**config.mk**
```make
export PLATFORM = sky130hd
export DESIGN_NAME = norm_share_arbiter_flat
export DESIGN_NICKNAME = d
export VERILOG_FILES = /design/src/rtl/norm_share_arbiter_if.sv /design/src/rtl/norm_share_arbiter.sv /design/src/flat_wrapper.sv
export SDC_FILE = /design/constraint.sdc
export NUM_CORES = 1
export LEC_CHECK = 0
export CAP_MARGIN = 30
export CORE_AREA = 2 2 133 135
export CTS_CLUSTER_DIAMETER = 200
export CTS_CLUSTER_SIZE = 30
export DETAILED_ROUTE_END_ITERATION = 8
export DIE_AREA = 0 0 135 137
export PLACE_DENSITY_LB_ADDON = 0.05
export REMOVE_ABC_BUFFERS = 1
export SLEW_MARGIN = 40
export SYNTH_ARGS = -nofsm -noshare
export SYNTH_HDL_FRONTEND = slang
export SYNTH_SLANG_ARGS = --single-unit
```
**constraint.sdc**
```tcl
create_clock -name clk -period 6.3 [get_ports clk]
set_clock_uncertainty 0.05 [all_clocks]
set_input_delay 1.575 -clock clk [delete_from_list [all_inputs] [get_ports clk]]
set_output_delay 1.575 -clock clk [all_outputs]
set_load 0.05 [all_outputs]
```
**src/rtl/norm_share_arbiter_if.sv**
```systemverilog
// Bus bundle for the shared product normalizer: two operand requesters
// plus one valid/ready result channel.
interface norm_share_arbiter_if #(
  parameter int PW = 106,
  parameter int EW = 11,
  parameter int MW = 52
);
  logic          req0_valid;
  logic          req0_ready;
  logic [PW-1:0] req0_prod;
  logic [EW-1:0] req0_exp;
  logic          req0_sign;

  logic          req1_valid;
  logic          req1_ready;
  logic [PW-1:0] req1_prod;
  logic [EW-1:0] req1_exp;
  logic          req1_sign;

  logic          out_valid;
  logic          out_ready;
  logic          out_id;
  logic [MW-1:0] out_mant;
  logic [EW-1:0] out_exp;
  logic          out_sign;
  logic          out_ovf;

  modport slave (
    input  req0_valid, req0_prod, req0_exp, req0_sign,
    input  req1_valid, req1_prod, req1_exp, req1_sign,
    output req0_ready, req1_ready,
    output out_valid, out_id, out_mant, out_exp, out_sign, out_ovf,
    input  out_ready
  );

  modport master (
    output req0_valid, req0_prod, req0_exp, req0_sign,
    output req1_valid, req1_prod, req1_exp, req1_sign,
    input  req0_ready, req1_ready,
    input  out_valid, out_id, out_mant, out_exp, out_sign, out_ovf,
    output out_ready
  );
endinterface

```
**src/rtl/norm_share_arbiter.sv**
```systemverilog
// Round-robin share of one registered product normalizer between two
// Vedic mantissa-multiply paths, with per-requester accept counters.
module norm_share_arbiter #(
  parameter int PW = 106,
  parameter int EW = 11,
  parameter int MW = 52,
  parameter int CW = 16
) (
  input  logic                 clk,
  input  logic                 rst,
  norm_share_arbiter_if.slave  bus,
  output logic [CW-1:0]        acc_cnt0,
  output logic [CW-1:0]        acc_cnt1
);

  localparam int NW = MW + EW + 1;

  // Result packed as {ovf, exp, mant}; exponent carried one bit wider so
  // the wrap out of the top is visible as overflow.
  function automatic logic [NW-1:0] normalize(input logic [PW-1:0] p,
                                              input logic [EW-1:0] e_in);
    logic [EW:0]   e;
    logic [MW-1:0] m;
    logic          ovf;
    if (p[PW-1]) begin
      m = p[PW-2 -: MW];
      e = {1'b0, e_in} + {{EW{1'b0}}, 1'b1};
    end else begin
      m = p[PW-3 -: MW];
      e = {1'b0, e_in};
    end
    ovf = e[EW] | (&e[EW-1:0]);
    return {ovf, e[EW-1:0], m};
  endfunction

  logic          out_valid_q, out_valid_d;
  logic          out_id_q,    out_id_d;
  logic [MW-1:0] out_mant_q,  out_mant_d;
  logic [EW-1:0] out_exp_q,   out_exp_d;
  logic          out_sign_q,  out_sign_d;
  logic          out_ovf_q,   out_ovf_d;
  logic          prio_q,      prio_d;
  logic [CW-1:0] acc_cnt0_q,  acc_cnt0_d;
  logic [CW-1:0] acc_cnt1_q,  acc_cnt1_d;

  logic          adv;
  logic          grant0;
  logic          grant1;
  logic          accept;
  logic [PW-1:0] sel_prod;
  logic [EW-1:0] sel_exp;
  logic          sel_sign;
  logic [NW-1:0] norm;

  assign adv    = !out_valid_q | bus.out_ready;
  assign grant0 = bus.req0_valid & (!bus.req1_valid | !prio_q);
  assign grant1 = bus.req1_valid & (!bus.req0_valid |  prio_q);
  assign accept = adv & (bus.req0_valid | bus.req1_valid) & !rst;

  assign bus.req0_ready = adv & grant0 & !rst;
  assign bus.req1_ready = adv & grant1 & !rst;

  assign sel_prod = grant1 ? bus.req1_prod : bus.req0_prod;
  assign sel_exp  = grant1 ? bus.req1_exp  : bus.req0_exp;
  assign sel_sign = grant1 ? bus.req1_sign : bus.req0_sign;
  assign norm     = normalize(sel_prod, sel_exp);

  always_comb begin
    out_valid_d = out_valid_q;
    out_id_d    = out_id_q;
    out_mant_d  = out_mant_q;
    out_exp_d   = out_exp_q;
    out_sign_d  = out_sign_q;
    out_ovf_d   = out_ovf_q;
    prio_d      = prio_q;
    acc_cnt0_d  = acc_cnt0_q;
    acc_cnt1_d  = acc_cnt1_q;
    if (accept) begin
      out_valid_d = 1'b1;
      out_id_d    = grant1;
      out_mant_d  = norm[MW-1:0];
      out_exp_d   = norm[MW +: EW];
      out_ovf_d   = norm[NW-1];
      out_sign_d  = sel_sign;
      // Favour the loser next time so a contested pair alternates.
      prio_d      = !grant1;
      if (grant1) acc_cnt1_d = acc_cnt1_q + {{(CW-1){1'b0}}, 1'b1};
      else        acc_cnt0_d = acc_cnt0_q + {{(CW-1){1'b0}}, 1'b1};
    end else if (adv) begin
      out_valid_d = 1'b0;
    end
  end

  always_ff @(posedge clk) begin
    if (rst) begin
      out_valid_q <= 1'b0;
      out_id_q    <= 1'b0;
      out_mant_q  <= '0;
      out_exp_q   <= '0;
      out_sign_q  <= 1'b0;
      out_ovf_q   <= 1'b0;
      prio_q      <= 1'b0;
      acc_cnt0_q  <= '0;
      acc_cnt1_q  <= '0;
    end else begin
      out_valid_q <= out_valid_d;
      out_id_q    <= out_id_d;
      out_mant_q  <= out_mant_d;
      out_exp_q   <= out_exp_d;
      out_sign_q  <= out_sign_d;
      out_ovf_q   <= out_ovf_d;
      prio_q      <= prio_d;
      acc_cnt0_q  <= acc_cnt0_d;
      acc_cnt1_q  <= acc_cnt1_d;
    end
  end

  assign bus.out_valid = out_valid_q;
  assign bus.out_id    = out_id_q;
  assign bus.out_mant  = out_mant_q;
  assign bus.out_exp   = out_exp_q;
  assign bus.out_sign  = out_sign_q;
  assign bus.out_ovf   = out_ovf_q;
  assign acc_cnt0      = acc_cnt0_q;
  assign acc_cnt1      = acc_cnt1_q;

endmodule

```
**src/flat_wrapper.sv**
```systemverilog
// flat-port wrapper written by rule: the top's interface ports become plain ports
module norm_share_arbiter_flat 
#(
  parameter int PW = 106,
  parameter int EW = 11,
  parameter int MW = 52,
  parameter int CW = 16
)
  (clk, rst, acc_cnt0, acc_cnt1, bus_req0_valid, bus_req0_prod, bus_req0_exp, bus_req0_sign, bus_req1_valid, bus_req1_prod, bus_req1_exp, bus_req1_sign, bus_req0_ready, bus_req1_ready, bus_out_valid, bus_out_id, bus_out_mant, bus_out_exp, bus_out_sign, bus_out_ovf, bus_out_ready);
  norm_share_arbiter_if #(.PW(PW), .EW(EW), .MW(MW)) bus_i ();
  input  logic clk;
  input  logic rst;
  output logic [CW-1:0] acc_cnt0;
  output logic [CW-1:0] acc_cnt1;
  input wire logic [$bits(bus_i.req0_valid)-1:0] bus_req0_valid;
  input wire logic [$bits(bus_i.req0_prod)-1:0] bus_req0_prod;
  input wire logic [$bits(bus_i.req0_exp)-1:0] bus_req0_exp;
  input wire logic [$bits(bus_i.req0_sign)-1:0] bus_req0_sign;
  input wire logic [$bits(bus_i.req1_valid)-1:0] bus_req1_valid;
  input wire logic [$bits(bus_i.req1_prod)-1:0] bus_req1_prod;
  input wire logic [$bits(bus_i.req1_exp)-1:0] bus_req1_exp;
  input wire logic [$bits(bus_i.req1_sign)-1:0] bus_req1_sign;
  output wire logic [$bits(bus_i.req0_ready)-1:0] bus_req0_ready;
  output wire logic [$bits(bus_i.req1_ready)-1:0] bus_req1_ready;
  output wire logic [$bits(bus_i.out_valid)-1:0] bus_out_valid;
  output wire logic [$bits(bus_i.out_id)-1:0] bus_out_id;
  output wire logic [$bits(bus_i.out_mant)-1:0] bus_out_mant;
  output wire logic [$bits(bus_i.out_exp)-1:0] bus_out_exp;
  output wire logic [$bits(bus_i.out_sign)-1:0] bus_out_sign;
  output wire logic [$bits(bus_i.out_ovf)-1:0] bus_out_ovf;
  input wire logic [$bits(bus_i.out_ready)-1:0] bus_out_ready;
  assign bus_i.req0_valid = bus_req0_valid;
  assign bus_i.req0_prod = bus_req0_prod;
  assign bus_i.req0_exp = bus_req0_exp;
  assign bus_i.req0_sign = bus_req0_sign;
  assign bus_i.req1_valid = bus_req1_valid;
  assign bus_i.req1_prod = bus_req1_prod;
  assign bus_i.req1_exp = bus_req1_exp;
  assign bus_i.req1_sign = bus_req1_sign;
  assign bus_req0_ready = bus_i.req0_ready;
  assign bus_req1_ready = bus_i.req1_ready;
  assign bus_out_valid = bus_i.out_valid;
  assign bus_out_id = bus_i.out_id;
  assign bus_out_mant = bus_i.out_mant;
  assign bus_out_exp = bus_i.out_exp;
  assign bus_out_sign = bus_i.out_sign;
  assign bus_out_ovf = bus_i.out_ovf;
  assign bus_i.out_ready = bus_out_ready;
  norm_share_arbiter #(.PW(PW), .EW(EW), .MW(MW), .CW(CW)) u_core (.clk(clk), .rst(rst), .bus(bus_i), .acc_cnt0(acc_cnt0), .acc_cnt1(acc_cnt1));
endmodule
```
==> out/qor.txt, run 1 <==
Remaining Overflow, GRT - 0
HPWL Detailed - 12.7 mm
Setup TNS - 0 ns
Final Max Slew Viols - 0
Place WS - 0.845 ns
Ys Warns - 0
TritonCTS buffer count - 9
H-Tree Depth - 3
number of gates resized after cts - 0
via count - 5518
CP cell instances - clkdlybuf4s50_1, inv_2, nor4_4, buf_4, clkdlybuf4s50_1
CTS clk-pin slew, worst paths - 0.07 ns
initial antenna violation count - 2
Net count, final - 1119
GR Util All Layers - 18.6%
Fin. Hold Viols - 0
Setup CP Type - input port to output pin
Least-Margin Pin Slew - 0.783 ns
outcome - completed
core area - 17100 um2
VDD IR max - 0.175 mV
design area - 8630 um2
crit end category - output pin
most frequent cell on the critical path - clkdlybuf4s50_1
slowest CP cell - clkdlybuf4s50_1
Final period util - 86.5%
hold path cells - 2
Filler Cell Count - 1641
CTS tree - yes
R2R setup slack - 3.57 ns
largest net degree at the start of global routing - 101
Startpoint Class - input port
cell count after synthesis - 666
area delta synth->final - 49.8%
Max clock buf depth - 2
unrepaired setup endpoints after global routing - false
Sink Count - 100
share of cells above drive strength 1 - 10.0%
worst skew pair latency - 0.35 ns
max-cap viol count - 0
reg-to-reg startpoint - u_core.prio_q
Non-Filler Instances - 1105
depth of the worst register-to-register path - 13
Power Density - 222 nW/um2
Die ar. - 18500 um2
Hold Path Sink - u_core.bus.out_exp[6]
GPL Wtd Cong - 0.780
Placed Cells - 1089
flops & latches, synth - 100
worst r2r dst - u_core.bus.out_ovf
final core occ - 50.6%
fmax - 0.184 GHz
maximum net fanout on the critical path - 9
DRT iter0 DRCs - 183
Vert. Die Dim - 137 um
# diodes - 0
Tmin final - 5.45 ns
Rel. slew slack - 47.6%
Placement Rows - 48
CTS Root Cell - clkbuf_16
initial core utilization - 33.8%
Final ANT Viol Nets - 0
Critical Path RT - 4.68 ns
post-synth cell types - 45
DR vias/cell - 4.99
Syn Std Cell Area - 5760 um2
endpoints failing setup - 0
First-pass DRT Iterations - 4
hold-fix buffers at CTS - 0
slowest stage delay, CP - 0.81 ns
I/O pin count - 342
number of global-route vias before repair - 5299
Total Routed Length - 17.4 mm
Synth Area per Inst - 8.65 um2
Post-CTS Setup Inserts - 0
HP Class - flop to flop
final worst slack - 0.851 ns
post-synthesis sequential area ratio - 34.7%
drt drc - 0
post-DR wirelength/cell - 15.7 um
first-pass GRT wire length - 27.2 mm
origin of the worst min-delay path - u_core.bus.out_exp[6]
Chip Width - 135 um
Crit path arrival time - 3.82 ns
PortBufs - 237
Lkg Pwr - 0.00321 uW
Area after DPL - 8320 um2
worst max-delay path by stage:
| stage | start | to | slack [ns] |
|---|---|---|---|
| after global routing | bus_req1_valid | bus_req1_ready | 0.74 |
| after detailed placement | bus_req1_valid | bus_req1_ready | 0.84 |
| after CTS | bus_req1_valid | bus_req1_ready | 0.84 |
| after floorplan | bus_req0_valid | u_core.bus.out_exp[0] | 0.50 |
| after global placement | bus_req1_valid | bus_req1_ready | 0.85 |
| final | bus_req1_valid | bus_req1_ready | 0.85 |
logic make-up after synthesis:
kind of cell               count (synthesis)  synth area share (%)
adders and majority gates                  3                 0.652
buffers and inverters                     59                  4.28
xor gates and xnor gates                  35                  5.32
and+or+nand+nor                          231                  22.8
DFF                                      100                  34.7
muxes                                    109                  20.0
AOI/OAI and AO/OA                        129                  12.1
critical path, delay by kind of cell:
family,cells,cell delay [ns]
buf+inv,4,1.94
simple gates,1,0.31
area by class of cell:
| type | count | area, um2 | share of cell area [%] |
|---|---|---|---|
| Clock buffer | 10 | 239 | 2.77 |
| Clock inverter | 6 | 68.8 | 0.798 |
| Inverter | 10 | 37.5 | 0.435 |
| Multi-Input combinational cell | 507 | 3530 | 41.0 |
| Sequential cell | 100 | 2000 | 23.2 |
| Tap cell | 225 | 282 | 3.26 |
| Timing Repair Buffer | 247 | 2460 | 28.6 |
synthesized netlist by cell type:
cell       number  area (um2)
o21ai_0        86         430
o2111ai_1       1        8.76
a31oi_1         3        18.8
nand2b_1        3        18.8
buf_2           8        40.0
nand3_1        19        95.1
nand4_1         9        56.3
and2_1          3        18.8
clkbuf_1       35         131
mux2i_1        58         581
o211a_1         1        10.0
nor4b_1         1        8.76
nor2_1         42         158
nand2_1        48         180
nor4_4          1        21.3
o31ai_1         3        22.5
a32oi_1         2        17.5
nand3b_1       65         488
and3_1          4        25.0
or3_1           9        56.3
a21bo_2         1        10.0
a21oi_1        23         115
buf_1           4        15.0
and4_1          1        8.76
nor4_1          5        31.3
a21boi_0        1        7.51
a21o_1          1        7.51
nor3_1         13        65.1
nand4_4         1        21.3
dfxtp_1       100        2000
o21ai_1         2        10.0
a222oi_1        1        10.0
buf_6           2        22.5
nor2b_1         3        18.8
xnor2_1        23         201
and4bb_2        1        12.5
a22oi_1         1        7.51
inv_1           9        33.8
o21a_1          3        22.5
or4_1           1        7.51
inv_2           1        3.75
xor2_1         12         105
ha_1            3        37.5
nor4_2          2        25.0
mux2_2         51         574
stage by stage:
stage | hold WS, ns | power [uW]
3_5_place_dp | 0.417 | 1350
3_3_place_gp | 0.419 | 1350
6_report | 0.431 | 1920
2_1_floorplan | 0.408 | 1090
4_1_cts | 0.433 | 1950
5_1_grt | 0.466 | 2010
state kept, by name, indices dropped and copies added (netlist names), 11 cells and up:
name	flops
u_core.bus.out_mant	52
u_core.bus.out_exp	11
u_core.acc_cnt1	16
u_core.acc_cnt0	16
routing by layer:
metal	share of wire [%]	global-route usage, %	up-vias
li1	-	-	2800
met1	44	22.8	2509
met2	44	30.0	197
met3	11	8.19	12
met4	1.0	4.40	0
met5	0	0	-
power by group:
group / internal, uW / total [uW] / switching, uW
registers: 685 / 715 / 30.2
logic: 266 / 622 / 356
clock network: 323 / 579 / 256
placed cells by master (no fill, tap or decap), types with 12 or more instances in the layout:
cell             netlist  final
xnor2_1               23     23
nor2_1                42     42
nand3_1               19     19
o21ai_0               86     86
nor3_1                13     13
clkdlybuf4s50_1        0    236
a21oi_1               23     23
xor2_1                12     12
dfxtp_1              100    100
nand3b_1              65     65
mux2_2                51     51
mux2i_1               58     58
nand2_1               48     47
(Power assumes the default switching activity.)
==> run 2, diff against run 1 <==
- RECOVER_POWER: unset -> 100
==> run 2 against run 1 <==
Effect of this change:
- the flow now finishes with violations (max-capacitance violations, max-slew violations)
- flip-flop and latch count did not move
- global-route usage did not move
- via count fell by 0.60%
- critical path depth did not move
- critical path type unchanged
- first-iteration DRC count fell by 7.1%
==> out/qor.txt, run 2 (synthesis results as in run 1) <==
commonest non-fill, non-tap cell in the layout - clkdlybuf4s50_1
PortBufs - 237
GPL Wtd Cong - 0.780
Placement Rows - 48
DR vias/cell - 4.96
Critical Path RT - 4.68 ns
HPWL Detailed - 12.7 mm
Total Routed Length - 17.3 mm
Final Max Slew Viols - 123
maximum net fanout on the critical path - 9
core area - 17100 um2
Final period util - 91.1%
number of gates resized after cts - 0
Final ANT Viol Nets - 0
Non-Filler Instances - 1105
Chip Width - 135 um
most frequent cell on the critical path - dlygate4sd3_1
hold path cells - 2
worst skew pair latency - 0.35 ns
final core occ - 50.3%
Fin. Hold Viols - 0
via count - 5485
I/O pin count - 342
Vert. Die Dim - 137 um
Setup CP Type - input port to output pin
Crit path arrival time - 4.12 ns
max reg flops - 52
first-pass GRT wire length - 27.2 mm
TritonCTS buffer count - 9
Setup TNS - 0 ns
unrepaired setup endpoints after global routing - false
CP cell instances - dlygate4sd3_1, inv_1, nor4_1, buf_4, dlygate4sd3_1
Placed Cells - 1089
First-pass DRT Iterations - 5
outcome - complete, but fails checks
Startpoint Class - input port
endpoints failing setup - 0
design area - 8570 um2
CTS clk-pin slew, worst paths - 0.07 ns
GR Util All Layers - 18.6%
VDD IR max - 0.175 mV
share of cells above drive strength 1 - 8.86%
Filler Cell Count - 1649
CTS tree - yes
drt drc - 0
initial core utilization - 33.8%
most frequent cells in the layout - clkdlybuf4s50_1 (133), dlygate4sd3_1 (103), dfxtp_1 (100)
area delta synth->final - 48.8%
Post-CTS Setup Inserts - 0
Max clock buf depth - 2
Power Density - 221 nW/um2
CTS Root Cell - clkbuf_16
hold-fix buffers at CTS - 0
Area after DPL - 8320 um2
initial antenna violation count - 2
Design Power - 1900 uW
Lkg Pwr - 0.00345 uW
Least-Margin Pin Slew - 2.52 ns
Tmin final - 5.74 ns
HP Class - flop to flop
DRT iter0 DRCs - 170
# diodes - 0
Remaining Overflow, GRT - 0
slowest CP cell - dlygate4sd3_1
crit end category - output pin
failing checks - max-capacitance violations, max-slew violations
max-cap viol count - 2
Die ar. - 18500 um2
slowest stage delay, CP - 0.88 ns
post-DR wirelength/cell - 15.7 um
Sink Count - 100
largest net degree at the start of global routing - 101
Net count, final - 1119
Rel. slew slack - -68.1%
H-Tree Depth - 3
fmax - 0.174 GHz
number of global-route vias before repair - 5299
depth of the worst register-to-register path - 7
## run 2: stage by stage
stage | setup slack [ns] | hold WS [ns]
global placement | 0.846 | 0.419
global route | 0.436 | 0.463
CTS | 0.838 | 0.433
floorplan | 0.503 | 0.408
detailed placement | 0.845 | 0.417
finish | 0.558 | 0.431
## run 2: path summary, 6_finish.rpt
path	start	endpoint	slack, ns
setup / recovery	bus_req1_valid	bus_req1_ready	0.56
hold / removal	u_core.bus.out_exp[6]	u_core.bus.out_exp[6]	0.43
setup reg to reg	u_core.prio_q	u_core.bus.out_mant[36]	2.54
hold reg to reg	u_core.bus.out_exp[6]	u_core.bus.out_exp[6]	0.43
## run 2: area by class of cell
| cell class | count | area, um2 | area share [%] |
|---|---|---|---|
| Clock inverter | 6 | 68.8 | 0.803 |
| Tap cell | 225 | 282 | 3.28 |
| Timing Repair Buffer | 247 | 2450 | 28.6 |
| Clock buffer | 10 | 239 | 2.79 |
| Multi-Input combinational cell | 507 | 3490 | 40.7 |
| Inverter | 10 | 37.5 | 0.438 |
| Sequential cell | 100 | 2000 | 23.4 |
## run 2: critical path, delay by kind of cell
kind / cells / cell delay [ns]
buffers and inverters: 4 / 2.13
and+or+nand+nor: 1 / 0.40
## run 2: metal layers
metal / part of all wire [%] / routed length, um / GRT usage [%]
met5: 0 / 0 / 0
met2: 44 / 7700 / 30.0
met1: 45 / 7740 / 22.8
met4: 0.54 / 94 / 4.40
met3: 10 / 1790 / 8.19
## run 2: report_power, final
group	switching [uW]	internal [uW]
Sequential	27.4	685
Combinational	355	250
Clock	257	323
Total	640	1260
